[src/rtl/rv_pkg.sv]
// Shared definitions for the rv_alu_arb slice: datapath widths, ALU opcode
// encodings and the arbiter/sequencer state encoding.
package rv_pkg;

   localparam int XLEN = 32;
   localparam int OPW  = 4;

   localparam logic [OPW-1:0] ALU_ADD = 4'd0;
   localparam logic [OPW-1:0] ALU_SUB = 4'd1;
   localparam logic [OPW-1:0] ALU_AND = 4'd2;
   localparam logic [OPW-1:0] ALU_OR  = 4'd3;
   localparam logic [OPW-1:0] ALU_XOR = 4'd4;
   localparam logic [OPW-1:0] ALU_SLL = 4'd5;
   localparam logic [OPW-1:0] ALU_SRL = 4'd6;
   localparam logic [OPW-1:0] ALU_SLT = 4'd7;

   typedef enum logic [1:0] {
      ARB_IDLE  = 2'd0,
      ARB_ISSUE = 2'd1,
      ARB_WAIT  = 2'd2,
      ARB_RESP  = 2'd3
   } arb_state_t;

endpackage

[src/rtl/rv_alu_arb_if.sv]
// Bundle of the request, response and ALU-side signals of rv_alu_arb.
// The slave modport is the arbiter's view; master is the view of the
// requesters and the ALU surrounding it.
interface rv_alu_arb_if #(
   parameter int XLEN = rv_pkg::XLEN,
   parameter int OPW  = rv_pkg::OPW
);
   logic            req0_valid;
   logic            req0_ready;
   logic [OPW-1:0]  req0_op;
   logic [XLEN-1:0] req0_a;
   logic [XLEN-1:0] req0_b;

   logic            req1_valid;
   logic            req1_ready;
   logic [OPW-1:0]  req1_op;
   logic [XLEN-1:0] req1_a;
   logic [XLEN-1:0] req1_b;

   logic            rsp0_valid;
   logic            rsp0_ready;
   logic            rsp1_valid;
   logic            rsp1_ready;
   logic [XLEN-1:0] rsp_data;
   logic            rsp_err;

   logic            alu_start;
   logic [OPW-1:0]  alu_op;
   logic [XLEN-1:0] alu_a;
   logic [XLEN-1:0] alu_b;
   logic            alu_done;
   logic [XLEN-1:0] alu_result;

   modport slave (
      input  req0_valid, req0_op, req0_a, req0_b,
      input  req1_valid, req1_op, req1_a, req1_b,
      input  rsp0_ready, rsp1_ready,
      input  alu_done, alu_result,
      output req0_ready, req1_ready,
      output rsp0_valid, rsp1_valid, rsp_data, rsp_err,
      output alu_start, alu_op, alu_a, alu_b
   );

   modport master (
      output req0_valid, req0_op, req0_a, req0_b,
      output req1_valid, req1_op, req1_a, req1_b,
      output rsp0_ready, rsp1_ready,
      output alu_done, alu_result,
      input  req0_ready, req1_ready,
      input  rsp0_valid, rsp1_valid, rsp_data, rsp_err,
      input  alu_start, alu_op, alu_a, alu_b
   );

endinterface

[src/rtl/rv_arb2.sv]
// Two-input grant logic for rv_alu_arb.
// Build option RV_ALU_ARB_RR_EN: when defined, simultaneous requests are
// granted round-robin using the 'last' pointer (the port that did not win
// last time wins); when undefined, port 0 always has priority and there is
// no 'last' input at all.
module rv_arb2 (
   input  logic [1:0] valid,
`ifdef RV_ALU_ARB_RR_EN
   input  logic       last,
`endif
   output logic [1:0] grant
);

   // One-hot grant from the current valids; all zero when nobody asks.
   always_comb begin
      grant = 2'b00;
`ifdef RV_ALU_ARB_RR_EN
      if (valid == 2'b11) begin
         grant = last ? 2'b01 : 2'b10;
      end else begin
         grant = valid;
      end
`else
      grant[0] = valid[0];
      grant[1] = valid[1] & ~valid[0];
`endif
   end

endmodule

[src/rtl/rv_alu_arb.sv]
// Sequencer/arbiter that shares one rv_alu between the execute stage
// (port 0) and the address/branch-compare unit (port 1). A request is
// accepted in IDLE, issued to the ALU with a one-cycle start pulse, the
// done strobe is awaited under a watchdog, and the registered result is
// handed back to the owning port over valid/ready.
// Build option RV_ALU_ARB_RR_EN selects round-robin arbitration (with the
// 'last' pointer register); undefined gives fixed priority to port 0.
module rv_alu_arb #(
   parameter int XLEN    = rv_pkg::XLEN,
   parameter int OPW     = rv_pkg::OPW,
   parameter int TIMEOUT = 15
) (
   input logic         clk,
   input logic         rst,
   rv_alu_arb_if.slave bus
);
   import rv_pkg::*;

   // The watchdog counter is 8 bits wide since TIMEOUT never exceeds 255.
   localparam logic [7:0] TIMEOUT_CNT = 8'(TIMEOUT);

   arb_state_t      state;
   logic            owner;
   logic [7:0]      wdog_cnt;
   logic [7:0]      wdog_next;
   logic [1:0]      req_valid;
   logic [1:0]      grant;
   logic            hs0;
   logic            hs1;
   logic            start_q;
   logic            rsp0_q;
   logic            rsp1_q;
   logic            err_q;
   logic [OPW-1:0]  op_q;
   logic [XLEN-1:0] a_q;
   logic [XLEN-1:0] b_q;
   logic [XLEN-1:0] data_q;
`ifdef RV_ALU_ARB_RR_EN
   logic            last;
`endif

   assign req_valid = {bus.req1_valid, bus.req0_valid};

   rv_arb2 u_arb2 (
      .valid (req_valid),
`ifdef RV_ALU_ARB_RR_EN
      .last  (last),
`endif
      .grant (grant)
   );

   // Only the grant winner sees ready, and only while idle and out of reset.
   assign bus.req0_ready = (state == ARB_IDLE) && !rst && grant[0];
   assign bus.req1_ready = (state == ARB_IDLE) && !rst && grant[1];
   assign hs0            = bus.req0_ready && bus.req0_valid;
   assign hs1            = bus.req1_ready && bus.req1_valid;
   assign wdog_next      = wdog_cnt + 8'd1;

   assign bus.alu_start  = start_q;
   assign bus.alu_op     = op_q;
   assign bus.alu_a      = a_q;
   assign bus.alu_b      = b_q;
   assign bus.rsp0_valid = rsp0_q;
   assign bus.rsp1_valid = rsp1_q;
   assign bus.rsp_data   = data_q;
   assign bus.rsp_err    = err_q;

   // Sequencer FSM: accept, issue, wait for done or watchdog, respond.
   always_ff @(posedge clk) begin
      if (rst) begin
         state    <= ARB_IDLE;
         owner    <= 1'b0;
         wdog_cnt <= 8'd0;
         start_q  <= 1'b0;
         op_q     <= '0;
         a_q      <= '0;
         b_q      <= '0;
         data_q   <= '0;
         err_q    <= 1'b0;
         rsp0_q   <= 1'b0;
         rsp1_q   <= 1'b0;
`ifdef RV_ALU_ARB_RR_EN
         last     <= 1'b1;
`endif
      end else begin
         start_q <= 1'b0;
         case (state)
            ARB_IDLE: begin
               if (hs0 || hs1) begin
                  op_q    <= hs1 ? bus.req1_op : bus.req0_op;
                  a_q     <= hs1 ? bus.req1_a  : bus.req0_a;
                  b_q     <= hs1 ? bus.req1_b  : bus.req0_b;
                  owner   <= hs1;
                  start_q <= 1'b1;
                  state   <= ARB_ISSUE;
`ifdef RV_ALU_ARB_RR_EN
                  last    <= hs1;
`endif
               end
            end
            ARB_ISSUE: begin
               wdog_cnt <= 8'd0;
               if (bus.alu_done) begin
                  data_q <= bus.alu_result;
                  err_q  <= 1'b0;
                  rsp0_q <= !owner;
                  rsp1_q <= owner;
                  state  <= ARB_RESP;
               end else begin
                  state  <= ARB_WAIT;
               end
            end
            ARB_WAIT: begin
               wdog_cnt <= wdog_next;
               if (bus.alu_done) begin
                  data_q <= bus.alu_result;
                  err_q  <= 1'b0;
                  rsp0_q <= !owner;
                  rsp1_q <= owner;
                  state  <= ARB_RESP;
               end else if (wdog_next == TIMEOUT_CNT) begin
                  data_q <= '0;
                  err_q  <= 1'b1;
                  rsp0_q <= !owner;
                  rsp1_q <= owner;
                  state  <= ARB_RESP;
               end
            end
            ARB_RESP: begin
               if (owner ? bus.rsp1_ready : bus.rsp0_ready) begin
                  rsp0_q <= 1'b0;
                  rsp1_q <= 1'b0;
                  state  <= ARB_IDLE;
               end
            end
            default: begin
               state <= ARB_IDLE;
            end
         endcase
      end
   end

endmodule

[src/flat_wrapper.sv]
// flat-port wrapper written by rule: the top's interface ports become plain ports
module rv_alu_arb_flat import rv_pkg::*;
#(
   parameter int XLEN    = rv_pkg::XLEN,
   parameter int OPW     = rv_pkg::OPW,
   parameter int TIMEOUT = 15
)
  (clk, rst, bus_req0_valid, bus_req0_op, bus_req0_a, bus_req0_b, bus_req1_valid, bus_req1_op, bus_req1_a, bus_req1_b, bus_rsp0_ready, bus_rsp1_ready, bus_alu_done, bus_alu_result, bus_req0_ready, bus_req1_ready, bus_rsp0_valid, bus_rsp1_valid, bus_rsp_data, bus_rsp_err, bus_alu_start, bus_alu_op, bus_alu_a, bus_alu_b);
  rv_alu_arb_if #(.XLEN(XLEN), .OPW(OPW)) bus_i ();
  input logic clk;
  input logic rst;
  input wire logic [$bits(bus_i.req0_valid)-1:0] bus_req0_valid;
  input wire logic [$bits(bus_i.req0_op)-1:0] bus_req0_op;
  input wire logic [$bits(bus_i.req0_a)-1:0] bus_req0_a;
  input wire logic [$bits(bus_i.req0_b)-1:0] bus_req0_b;
  input wire logic [$bits(bus_i.req1_valid)-1:0] bus_req1_valid;
  input wire logic [$bits(bus_i.req1_op)-1:0] bus_req1_op;
  input wire logic [$bits(bus_i.req1_a)-1:0] bus_req1_a;
  input wire logic [$bits(bus_i.req1_b)-1:0] bus_req1_b;
  input wire logic [$bits(bus_i.rsp0_ready)-1:0] bus_rsp0_ready;
  input wire logic [$bits(bus_i.rsp1_ready)-1:0] bus_rsp1_ready;
  input wire logic [$bits(bus_i.alu_done)-1:0] bus_alu_done;
  input wire logic [$bits(bus_i.alu_result)-1:0] bus_alu_result;
  output wire logic [$bits(bus_i.req0_ready)-1:0] bus_req0_ready;
  output wire logic [$bits(bus_i.req1_ready)-1:0] bus_req1_ready;
  output wire logic [$bits(bus_i.rsp0_valid)-1:0] bus_rsp0_valid;
  output wire logic [$bits(bus_i.rsp1_valid)-1:0] bus_rsp1_valid;
  output wire logic [$bits(bus_i.rsp_data)-1:0] bus_rsp_data;
  output wire logic [$bits(bus_i.rsp_err)-1:0] bus_rsp_err;
  output wire logic [$bits(bus_i.alu_start)-1:0] bus_alu_start;
  output wire logic [$bits(bus_i.alu_op)-1:0] bus_alu_op;
  output wire logic [$bits(bus_i.alu_a)-1:0] bus_alu_a;
  output wire logic [$bits(bus_i.alu_b)-1:0] bus_alu_b;
  assign bus_i.req0_valid = bus_req0_valid;
  assign bus_i.req0_op = bus_req0_op;
  assign bus_i.req0_a = bus_req0_a;
  assign bus_i.req0_b = bus_req0_b;
  assign bus_i.req1_valid = bus_req1_valid;
  assign bus_i.req1_op = bus_req1_op;
  assign bus_i.req1_a = bus_req1_a;
  assign bus_i.req1_b = bus_req1_b;
  assign bus_i.rsp0_ready = bus_rsp0_ready;
  assign bus_i.rsp1_ready = bus_rsp1_ready;
  assign bus_i.alu_done = bus_alu_done;
  assign bus_i.alu_result = bus_alu_result;
  assign bus_req0_ready = bus_i.req0_ready;
  assign bus_req1_ready = bus_i.req1_ready;
  assign bus_rsp0_valid = bus_i.rsp0_valid;
  assign bus_rsp1_valid = bus_i.rsp1_valid;
  assign bus_rsp_data = bus_i.rsp_data;
  assign bus_rsp_err = bus_i.rsp_err;
  assign bus_alu_start = bus_i.alu_start;
  assign bus_alu_op = bus_i.alu_op;
  assign bus_alu_a = bus_i.alu_a;
  assign bus_alu_b = bus_i.alu_b;
  rv_alu_arb #(.XLEN(XLEN), .OPW(OPW), .TIMEOUT(TIMEOUT)) u_core (.clk(clk), .rst(rst), .bus(bus_i));
endmodule
[config.mk]
export PLATFORM = sky130hd
export DESIGN_NAME = rv_alu_arb_flat
export DESIGN_NICKNAME = d
export VERILOG_FILES = /design/src/rtl/rv_pkg.sv /design/src/rtl/rv_alu_arb_if.sv /design/src/rtl/rv_arb2.sv /design/src/rtl/rv_alu_arb.sv /design/src/flat_wrapper.sv
export SDC_FILE = /design/constraint.sdc
export NUM_CORES = 1
export LEC_CHECK = 0
export ABC_CLOCK_PERIOD_IN_PS = 3000
export BUFFER_PORTS_ARGS = -buffer_cell sky130_fd_sc_hd__buf_2
export CAP_MARGIN = 25
export CORE_ASPECT_RATIO = 1.25
export CORE_MARGIN = 4
export CORE_UTILIZATION = 40
export CTS_BUF_LIST = sky130_fd_sc_hd__clkbuf_8
export CTS_CLUSTER_SIZE = 20
export DETAILED_ROUTE_END_ITERATION = 16
export PLACE_DENSITY = 0.74
export SYNTH_ARGS = -nofsm -noshare
export SYNTH_HDL_FRONTEND = slang
export SYNTH_SLANG_ARGS = --single-unit
[constraint.sdc]
create_clock -name clk -period 3 [get_ports clk]
set_input_delay 0.6 -clock clk [delete_from_list [all_inputs] [get_ports clk]]
set_output_delay 0.6 -clock clk [all_outputs]
set_load 0.005 [all_outputs]
==> impl_metrics.csv, run 1 <==
group,metric,value,unit
run_status,status,"finished, final reports clean",
final_layout,fin_area,6780,um^2
floorplan,initial_core_util,41.2,%
final_layout,layout.nets,934,
sta,worst_pin_slew,0.691,ns
sta,max_freq,358,MHz
power_and_ir_drop,p_sw_share,33.4,%
global_route,grt_usage,20.0,%
final_layout,fin_cells,928,
sta,finalCritPeriodShare,93.0,%
power_and_ir_drop,powerDensity,865,nW/um^2
drt,via_count,4605,
floorplan,io_pins,281,
sta,tns,0,ns
yosys,seq_area_frac_synth,47.7,%
floorplan,dieHeight,131,um
yosys,syn_area,4830,um^2
sta,setup_viol_count_final,0,
yosys,synthArstFlopShare,0,%
worst_setup_path,crit_arrival,2.19,ns
sta,finalHoldViolCount,0,
clock_network,clkSinkCount,115,
yosys,yosys_warnings,0,
floorplan,dieArea,13900,um^2
clock_network,hold_buffers,0,
drt,first_iter_violations,249,
final_layout,area_delta_synth_final,40.5,%
worst_setup_path,startpoint_type,"flip-flop",
sta,fin_crit,2.79,ns
power_and_ir_drop,power_frac_clock,28.0,%
global_route,grt_pass1_vias,4502,
clock_network,post_cts_buffers,0,
global_route,grt_max_degree,138,
drt,route.detailed.drc,0,
clock_network,cts-root-buf,"clkbuf_8",
power_and_ir_drop,ir_worst_vdd,0.374,mV
final_layout,final_util,57.8,%
drt,postRouteAntennaNets,0,
power_and_ir_drop,p_int,3910,uW
drt,routed_wl,14.6,mm
worst_setup_path,crit_fanout,39,
final_layout,drive_gt1_share,42.5,%
clock_network,cts_tree,"built",
clock_network,htreeDepth,4,
power_and_ir_drop,p_leak,0.00309,uW
yosys,syn_area_per_cell,9.91,um^2
global_route,grt.overflow.total,0,
clock_network,cts_resized,0,
yosys,synth-edff-count,0,
yosys,synth.distinct_cells,35,
clock_network,numCtsBuffers,17,
clock_network,clkTransAtPathRegs,0.07,ns
power_and_ir_drop,p_switching,1960,uW
floorplan,num_rows,44,
worst_setup_path,cp.required,2.40,ns
worst_setup_path,crit_type,"reg2out",
place,place_area,6320,um^2
yosys,ys_seq_elements,115,
sta,skew,0.0146,ns
yosys,syn_nets,669,
job,max_cap_violations,0,
sta,slew_violations,0,
sta,slew_headroom,53.8,%
drt,dr.pass1.iters,4,
clock_network,cts_buffer_depth,2,
place,dp_hpwl,11.1,mm
place,gp_congestion,0.866,
place,port_buffers,280,
sta,rsz0062_at_grt,"false",
hold_path,hold_class,"in2reg",
floorplan,coreArea,11700,um^2
clock_network,clk_latency,0.43,ns
drt,avgRoutedWirePerCell,15.8,um
power_and_ir_drop,p_seq_share,37.9,%
global_route,grt_pass1_wl,21.9,mm
drt,viasPerCell,4.96,
yosys,syn_inst,487,
power_and_ir_drop,combPwrFrac,34.0,%
worst_setup_path,end_kind,"primary output",
place,dp.cells,894,
global_route,antenna_found_initial,5,
floorplan,die_w,106,um
yosys,synth_flop_cell,"dfxtp_1",
## cells in the final DEF (no fill, tap or decap), drive strengths merged, types with 3 or more instances in the layout
cell | Yosys | routed
a211oi | 72 | 72
a21oi | 11 | 11
a22o | 32 | 32
buf | 13 | 286
bufinv | 0 | 5
clkbuf | 27 | 18
clkinv | 0 | 4
clkinvlp | 0 | 4
dfxtp | 115 | 115
ha | 7 | 7
inv | 7 | 8
mux2i | 70 | 70
nand2 | 15 | 15
nand2b | 3 | 3
nand3 | 3 | 3
nand4 | 3 | 3
nor2 | 83 | 83
nor3 | 5 | 5
o21ai | 3 | 3
xor2 | 3 | 3
## metal layers
layer  share of wire (%)  track usage (%)  up-vias
met5                0.14                0        -
met1                  38             21.8     2050
met2                  49             34.2      221
met4                 1.3             7.70        4
met3                  11             9.24       20
li1                    -                -     2310
## cells in the mapped netlist, types with 2 or more instances
| master | n | share of area, % |
|---|---|---|
| buf_4 | 2 | 0.31 |
| nor2_1 | 82 | 6.4 |
| dfxtp_1 | 115 | 48 |
| nand4_1 | 3 | 0.39 |
| nand3_1 | 3 | 0.31 |
| a22o_1 | 32 | 5.8 |
| nand2_1 | 15 | 1.2 |
| clkbuf_1 | 27 | 2.1 |
| o21ai_0 | 3 | 0.31 |
| nor3b_1 | 2 | 0.31 |
| mux2i_1 | 70 | 15 |
| a211oi_1 | 72 | 11 |
| nor3_1 | 5 | 0.52 |
| xor2_1 | 3 | 0.54 |
| ha_1 | 7 | 1.8 |
| a21oi_1 | 11 | 1.1 |
| nand2b_1 | 3 | 0.39 |
| buf_6 | 5 | 1.2 |
| buf_2 | 6 | 0.62 |
| inv_1 | 6 | 0.47 |
## worst max-delay path: stages, from the launching register on
cell and delay (ns):
dfxtp_1 0.34, inv_1 0.15, ha_1 0.24, inv_2 0.08, nor4b_2 0.47, buf_12 0.31
buf_2 0.17
## power groups by stage
stage / combinational [uW] / clock, uW / sequential [uW]
6_report: 2000 / 1640 / 2220
3_3_place_gp: 1920 / 0 / 2230
2_1_floorplan: 1190 / 0 / 2280
3_5_place_dp: 2010 / 0 / 2250
4_1_cts: 2020 / 1700 / 2220
5_1_grt: 2220 / 1770 / 2270
## path summary, 6_finish.rpt
check	from	end	slack, ns	cells after the start
max	u_core.state[0]	bus_req1_ready	0.21	6
min	bus_alu_result[15]	u_core.bus.rsp_data[15]	0.38	2
max reg2reg	u_core.state[0]	u_core.bus.alu_a[31]	0.61	7
min reg2reg	u_core.bus.rsp0_valid	u_core.bus.rsp0_valid	0.46	2
## kinds of logic after synthesis
family	share of synthesized area, %
buffers and inverters	4.74
DFF	47.7
and+or+nand+nor	11.0
xor gates and xnor gates	0.726
muxes	14.5
AOI/OAI and AO/OA	19.5
adders and majority gates	1.81
## per-stage QoR
step           setup slack [ns]  total power (uW)  hold WS [ns]
3_3_place_gp              0.634              4150         0.436
3_5_place_dp              0.622              4250         0.446
5_1_grt                  0.0898              6260         0.342
4_1_cts                   0.141              5940         0.343
2_1_floorplan              1.09              3470         0.448
6_report                  0.210              5860         0.382
## cell type report
| cell class | count | area (um^2) |
|---|---|---|
| Multi-Input combinational cell | 325 | 2310 |
| Antenna cell | 2 | 5.00 |
| Inverter | 7 | 26.3 |
| Clock inverter | 14 | 211 |
| Tap cell | 161 | 201 |
| Sequential cell | 115 | 2300 |
| Timing Repair Buffer | 286 | 1480 |
| Fill cell | 1039 | 4940 |
| Clock buffer | 18 | 248 |
## flip-flops by register name (all words and copies together), names as in the netlist
name,count
u_core.bus.alu_op,4
u_core.state,2
u_core.bus.alu_b,32
u_core.wdog_cnt,8
u_core.bus.rsp0_valid,1
u_core.bus.alu_a,32
u_core.bus.alu_start,1
u_core.bus.rsp1_valid,1
u_core.bus.rsp_data,32
u_core.bus.rsp_err,1
u_core.owner,1
No activity file was read; power rests on OpenSTA's default activity.
==> inputs of run 2 (changes only) <==
- CTS_BUF_LIST: sky130_fd_sc_hd__clkbuf_8 -> default
- HOLD_SLACK_MARGIN: default -> 0.02
==> impl_metrics.csv, run 2 (synthesized netlist as in run 1, its figures left out) <==
group,metric,value,unit
run_status,status,"finished, final reports clean",
floorplan,io_pins,281,
final_layout,layout.nets,934,
sta,skew,0.00586,ns
sta,setup_viol_count_final,0,
global_route,grt_pass1_wl,21.9,mm
clock_network,cts_tree,"built",
floorplan,num_rows,44,
sta,finalCritPeriodShare,92.3,%
drt,avgRoutedWirePerCell,15.8,um
floorplan,dieHeight,131,um
drt,via_count,4636,
clock_network,cts_buffer_depth,2,
final_layout,final_cell_mix,"280 x buf_2, 115 x dfxtp_1, 81 x nor2_1, 72 x a211oi_1, 70 x mux2i_1",
final_layout,drive_gt1_share,42.5,%
clock_network,cts-root-buf,"clkbuf_16",
place,place_ws,0.622,ns
global_route,grt_pass1_vias,4480,
power_and_ir_drop,p_leak,0.00317,uW
worst_setup_path,crit_path_start,"u_core.state[0]",
final_layout,layout_commonest_cell,"buf_2",
sta,worst_pin_slew,0.687,ns
place,place_area,6320,um^2
global_route,antenna_found_initial,5,
sta,finalHoldViolCount,0,
floorplan,dieArea,13900,um^2
sta,fin_crit,2.77,ns
place,port_buffers,280,
sta,tns,0,ns
sta,max_freq,361,MHz
clock_network,clk_latency,0.40,ns
hold_path,hp-start,"bus_alu_result[15]",
worst_setup_path,crit_chain,"inv_1, ha_1, inv_2, nor4b_2, buf_12, buf_2",
sta,slew_violations,0,
final_layout,final_util,59.5,%
drt,routed_wl,14.6,mm
global_route,grt.overflow.total,0,
worst_setup_path,startpoint_type,"flip-flop",
clock_network,htreeDepth,4,
drt,first_iter_violations,239,
floorplan,initial_core_util,41.2,%
drt,dr.pass1.iters,4,
power_and_ir_drop,ir_worst_vdd,0.374,mV
clock_network,cts_resized,0,
sta,slew_headroom,54.1,%
final_layout,area_delta_synth_final,44.5,%
worst_setup_path,crit_fanout,39,
drt,postRouteAntennaNets,0,
worst_setup_path,max_stage_delay,0.47,ns
global_route,grt_usage,19.9,%
global_route,grt_max_degree,138,
clock_network,numCtsBuffers,17,
power_and_ir_drop,powerDensity,921,nW/um^2
worst_setup_path,crit_arrival,2.17,ns
place,gp_congestion,0.866,
hold_path,hold_class,"in2reg",
clock_network,post_cts_buffers,0,
final_layout,fin_area,6970,um^2
drt,route.detailed.drc,0,
drt,viasPerCell,5.00,
clock_network,clkSinkCount,115,
worst_setup_path,end_kind,"primary output",
floorplan,coreArea,11700,um^2
worst_setup_path,r2r_start,"u_core.state[0]",
sta,setup_slack,0.231,ns
clock_network,clkTransAtPathRegs,0.05,ns
floorplan,die_w,106,um
sta,rsz0062_at_grt,"false",
worst_setup_path,critPathSlowestCell,"nor4b_2",
worst_setup_path,cp.required,2.40,ns
job,max_cap_violations,0,
clock_network,hold_buffers,0,
worst_setup_path,crit_type,"reg2out",
place,dp_hpwl,11.1,mm
## run 2: final timing paths
kind | slack [ns] | cells past startpoint | end
max | 0.23 | 6 | bus_req1_ready
min | 0.40 | 2 | u_core.bus.rsp_data[15]
max reg2reg | 0.63 | 7 | u_core.bus.alu_a[31]
min reg2reg | 0.46 | 2 | u_core.bus.rsp0_valid
## run 2: layout make-up
class                      instances  area (um^2)
antenna                            2         5.00
clock buffer                      19          443
clock inverter                    13          208
fill                            1013         4750
inverter                           7         26.3
multi-input combinational        325         2310
sequential                       115         2300
tap                              161          201
timing repair buffer             286         1480
## run 2: layer usage
layer  track usage (%)  vias up  wire length [um]
li1                  -     2324                 -
met1              21.6     2057              5520
met2              34.2      230              7250
met3              9.43       21              1680
met4              7.39        4               161
met5                 0        -                14
## run 2: power by group
group / switching, uW / leakage, uW / internal, uW
combinational: 1080 / 0.00192 / 917
clock: 707 / 0.000305 / 1490
sequential: 238 / 0.000945 / 1990
## run 2: worst max-delay path, delay by kind of cell (launching register included)
family / cells / cell delay, ns
fa+ha+maj: 1 / 0.23
buf+inv: 4 / 0.71
flops: 1 / 0.33
simple gates: 1 / 0.47
## run 2: per-stage QoR
stage | hold WS, ns | cells | total power [uW]
after detailed placement | 0.446 | 894 | 4250
after global placement | 0.436 | 893 | 4150
final | 0.404 | 928 | 6420
after CTS | 0.381 | 926 | 6490
after floorplan | 0.448 | 487 | 3470
after global routing | 0.383 | 928 | 6820
==> inputs of run 3 (changes only) <==
- ABC_CLOCK_PERIOD_IN_PS: 3000 -> 2730
- CORE_ASPECT_RATIO: 1.25 -> default
- clock period: 3 -> 2.73 ns (I/O delays scaled with it)
==> impl_metrics.csv, run 3 (synthesized netlist as in run 1, its figures left out) <==
group,metric,value,unit
global_route,grt_max_degree,98,
clock_network,cts_buffer_depth,2,
final_layout,drive_gt1_share,42.6,%
drt,first_iter_violations,168,
worst_setup_path,crit_type,"reg2out",
power_and_ir_drop,powerDensity,1000,nW/um^2
sta,setup_viol_count_final,0,
clock_network,clkSinkCount,115,
global_route,antenna_found_initial,1,
worst_setup_path,path_delay_family,"buffers and inverters",
drt,dr.pass1.iters,4,
floorplan,dieArea,13900,um^2
worst_setup_path,path_buf_inv,4,
final_layout,final_cell_mix,"280 x buf_2, 115 x dfxtp_1, 81 x nor2_1, 72 x a211oi_1, 70 x mux2i_1",
sta,fin_crit,2.55,ns
power_and_ir_drop,total_power,6980,uW
worst_setup_path,crit_chain,"inv_1, ha_1, inv_2, nor4b_4, buf_12, buf_2",
place,place_area,6320,um^2
drt,drt-met1-wl,5.64,mm
worst_setup_path,max_stage_delay,0.36,ns
worst_setup_path,cp.required,2.18,ns
sta,finalCritPeriodShare,93.4,%
job,max_cap_violations,0,
clock_network,hold_buffers,0,
worst_setup_path,crit_arrival,2.00,ns
clock_network,cts_tree,"built",
global_route,grt_pass1_wl,23.4,mm
final_layout,fin_area,6950,um^2
place,gp_congestion,0.848,
clock_network,post_cts_buffers,0,
place,port_buffers,280,
clock_network,cts-root-buf,"clkbuf_16",
floorplan,initial_core_util,41.6,%
drt,via_count,4607,
sta,slew_headroom,53.8,%
worst_setup_path,startpoint_type,"flip-flop",
worst_setup_path,critPathSlowestCell,"nor4b_4",
clock_network,htreeDepth,4,
final_layout,layout.nets,936,
global_route,grt_usage,20.7,%
clock_network,clk_latency,0.40,ns
floorplan,coreArea,11600,um^2
sta,worst_pin_slew,0.691,ns
drt,postRouteAntennaNets,0,
drt,wl_met3,1.46,mm
drt,avgRoutedWirePerCell,16.1,um
floorplan,num_rows,39,
power_and_ir_drop,p_leak,0.00319,uW
final_layout,n_fill_cell,1004,
place,dp_hpwl,11.2,mm
sta,slew_violations,0,
worst_setup_path,end_kind,"primary output",
sta,skew,0.00649,ns
final_layout,area_delta_synth_final,44.0,%
hold_path,hold_class,"in2reg",
global_route,grt.overflow.total,0,
drt,viasPerCell,5.06,
floorplan,die_w,118,um
sta,rsz0062_at_grt,"false",
sta,tns,0,ns
sta,finalHoldViolCount,0,
worst_setup_path,rrSetupSlack,0.44,ns
clock_network,numCtsBuffers,17,
drt,maxUsedRoutingLayer,"met5",
clock_network,cts_resized,0,
final_layout,fin_cells,910,
sta,max_freq,392,MHz
final_layout,layout_commonest_cell,"buf_2",
floorplan,dieHeight,118,um
place,dp.cells,878,
drt,route.detailed.drc,0,
drt,routed_wl,14.7,mm
drt,met2_length,7.33,mm
worst_setup_path,crit_fanout,29,
clock_network,clkTransAtPathRegs,0.05,ns
power_and_ir_drop,ir_worst_vdd,0.449,mV
global_route,grt_pass1_vias,4709,
floorplan,io_pins,281,
run_status,status,"finished, final reports clean",
==> run 3: power by group <==
group	switching, uW	internal [uW]	total, uW	leakage, uW
clock network	744	1590	2330	0.000305
logic	1190	1010	2200	0.00194
registers	261	2180	2440	0.000945
==> run 3: final timing paths <==
| kind | startpoint | endpoint | cells after the start |
|---|---|---|---|
| setup / recovery | u_core.state[0] | bus_req1_ready | 6 |
| hold / removal | bus_alu_result[16] | u_core.bus.rsp_data[16] | 2 |
| setup reg to reg | u_core.state[0] | u_core.bus.rsp_data[29] | 7 |
| hold reg to reg | u_core.bus.rsp1_valid | u_core.bus.rsp1_valid | 2 |
==> run 3: layer usage <==
| layer | GRT usage, % | vias up |
|---|---|---|
| met5 | 0 | - |
| met4 | 7.69 | 2 |
| met3 | 9.03 | 25 |
| met2 | 35.9 | 218 |
| met1 | 22.5 | 2041 |
| li1 | - | 2321 |
==> run 3: final cells by class <==
class,instances,area (um^2),area share [%]
clock inverters,10,155,2.23
clock buffers,21,470,6.77
flip-flops and latches,115,2300,33.1
inverters,7,26.3,0.378
multi-input cells,325,2320,33.3
well taps,143,179,2.57
repair buffers,288,1500,21.6
diodes,1,2.50,0.0360
==> run 3: through the flow <==
step	hold WS, ns	util (%)	setup WS [ns]
6_report	0.348	59.9	0.180
5_1_grt	0.341	59.8	0.0713
4_1_cts	0.335	59.8	0.0807
3_5_place_dp	0.455	54.4	0.462
3_3_place_gp	0.437	54.4	0.584
2_1_floorplan	0.448	-	0.832
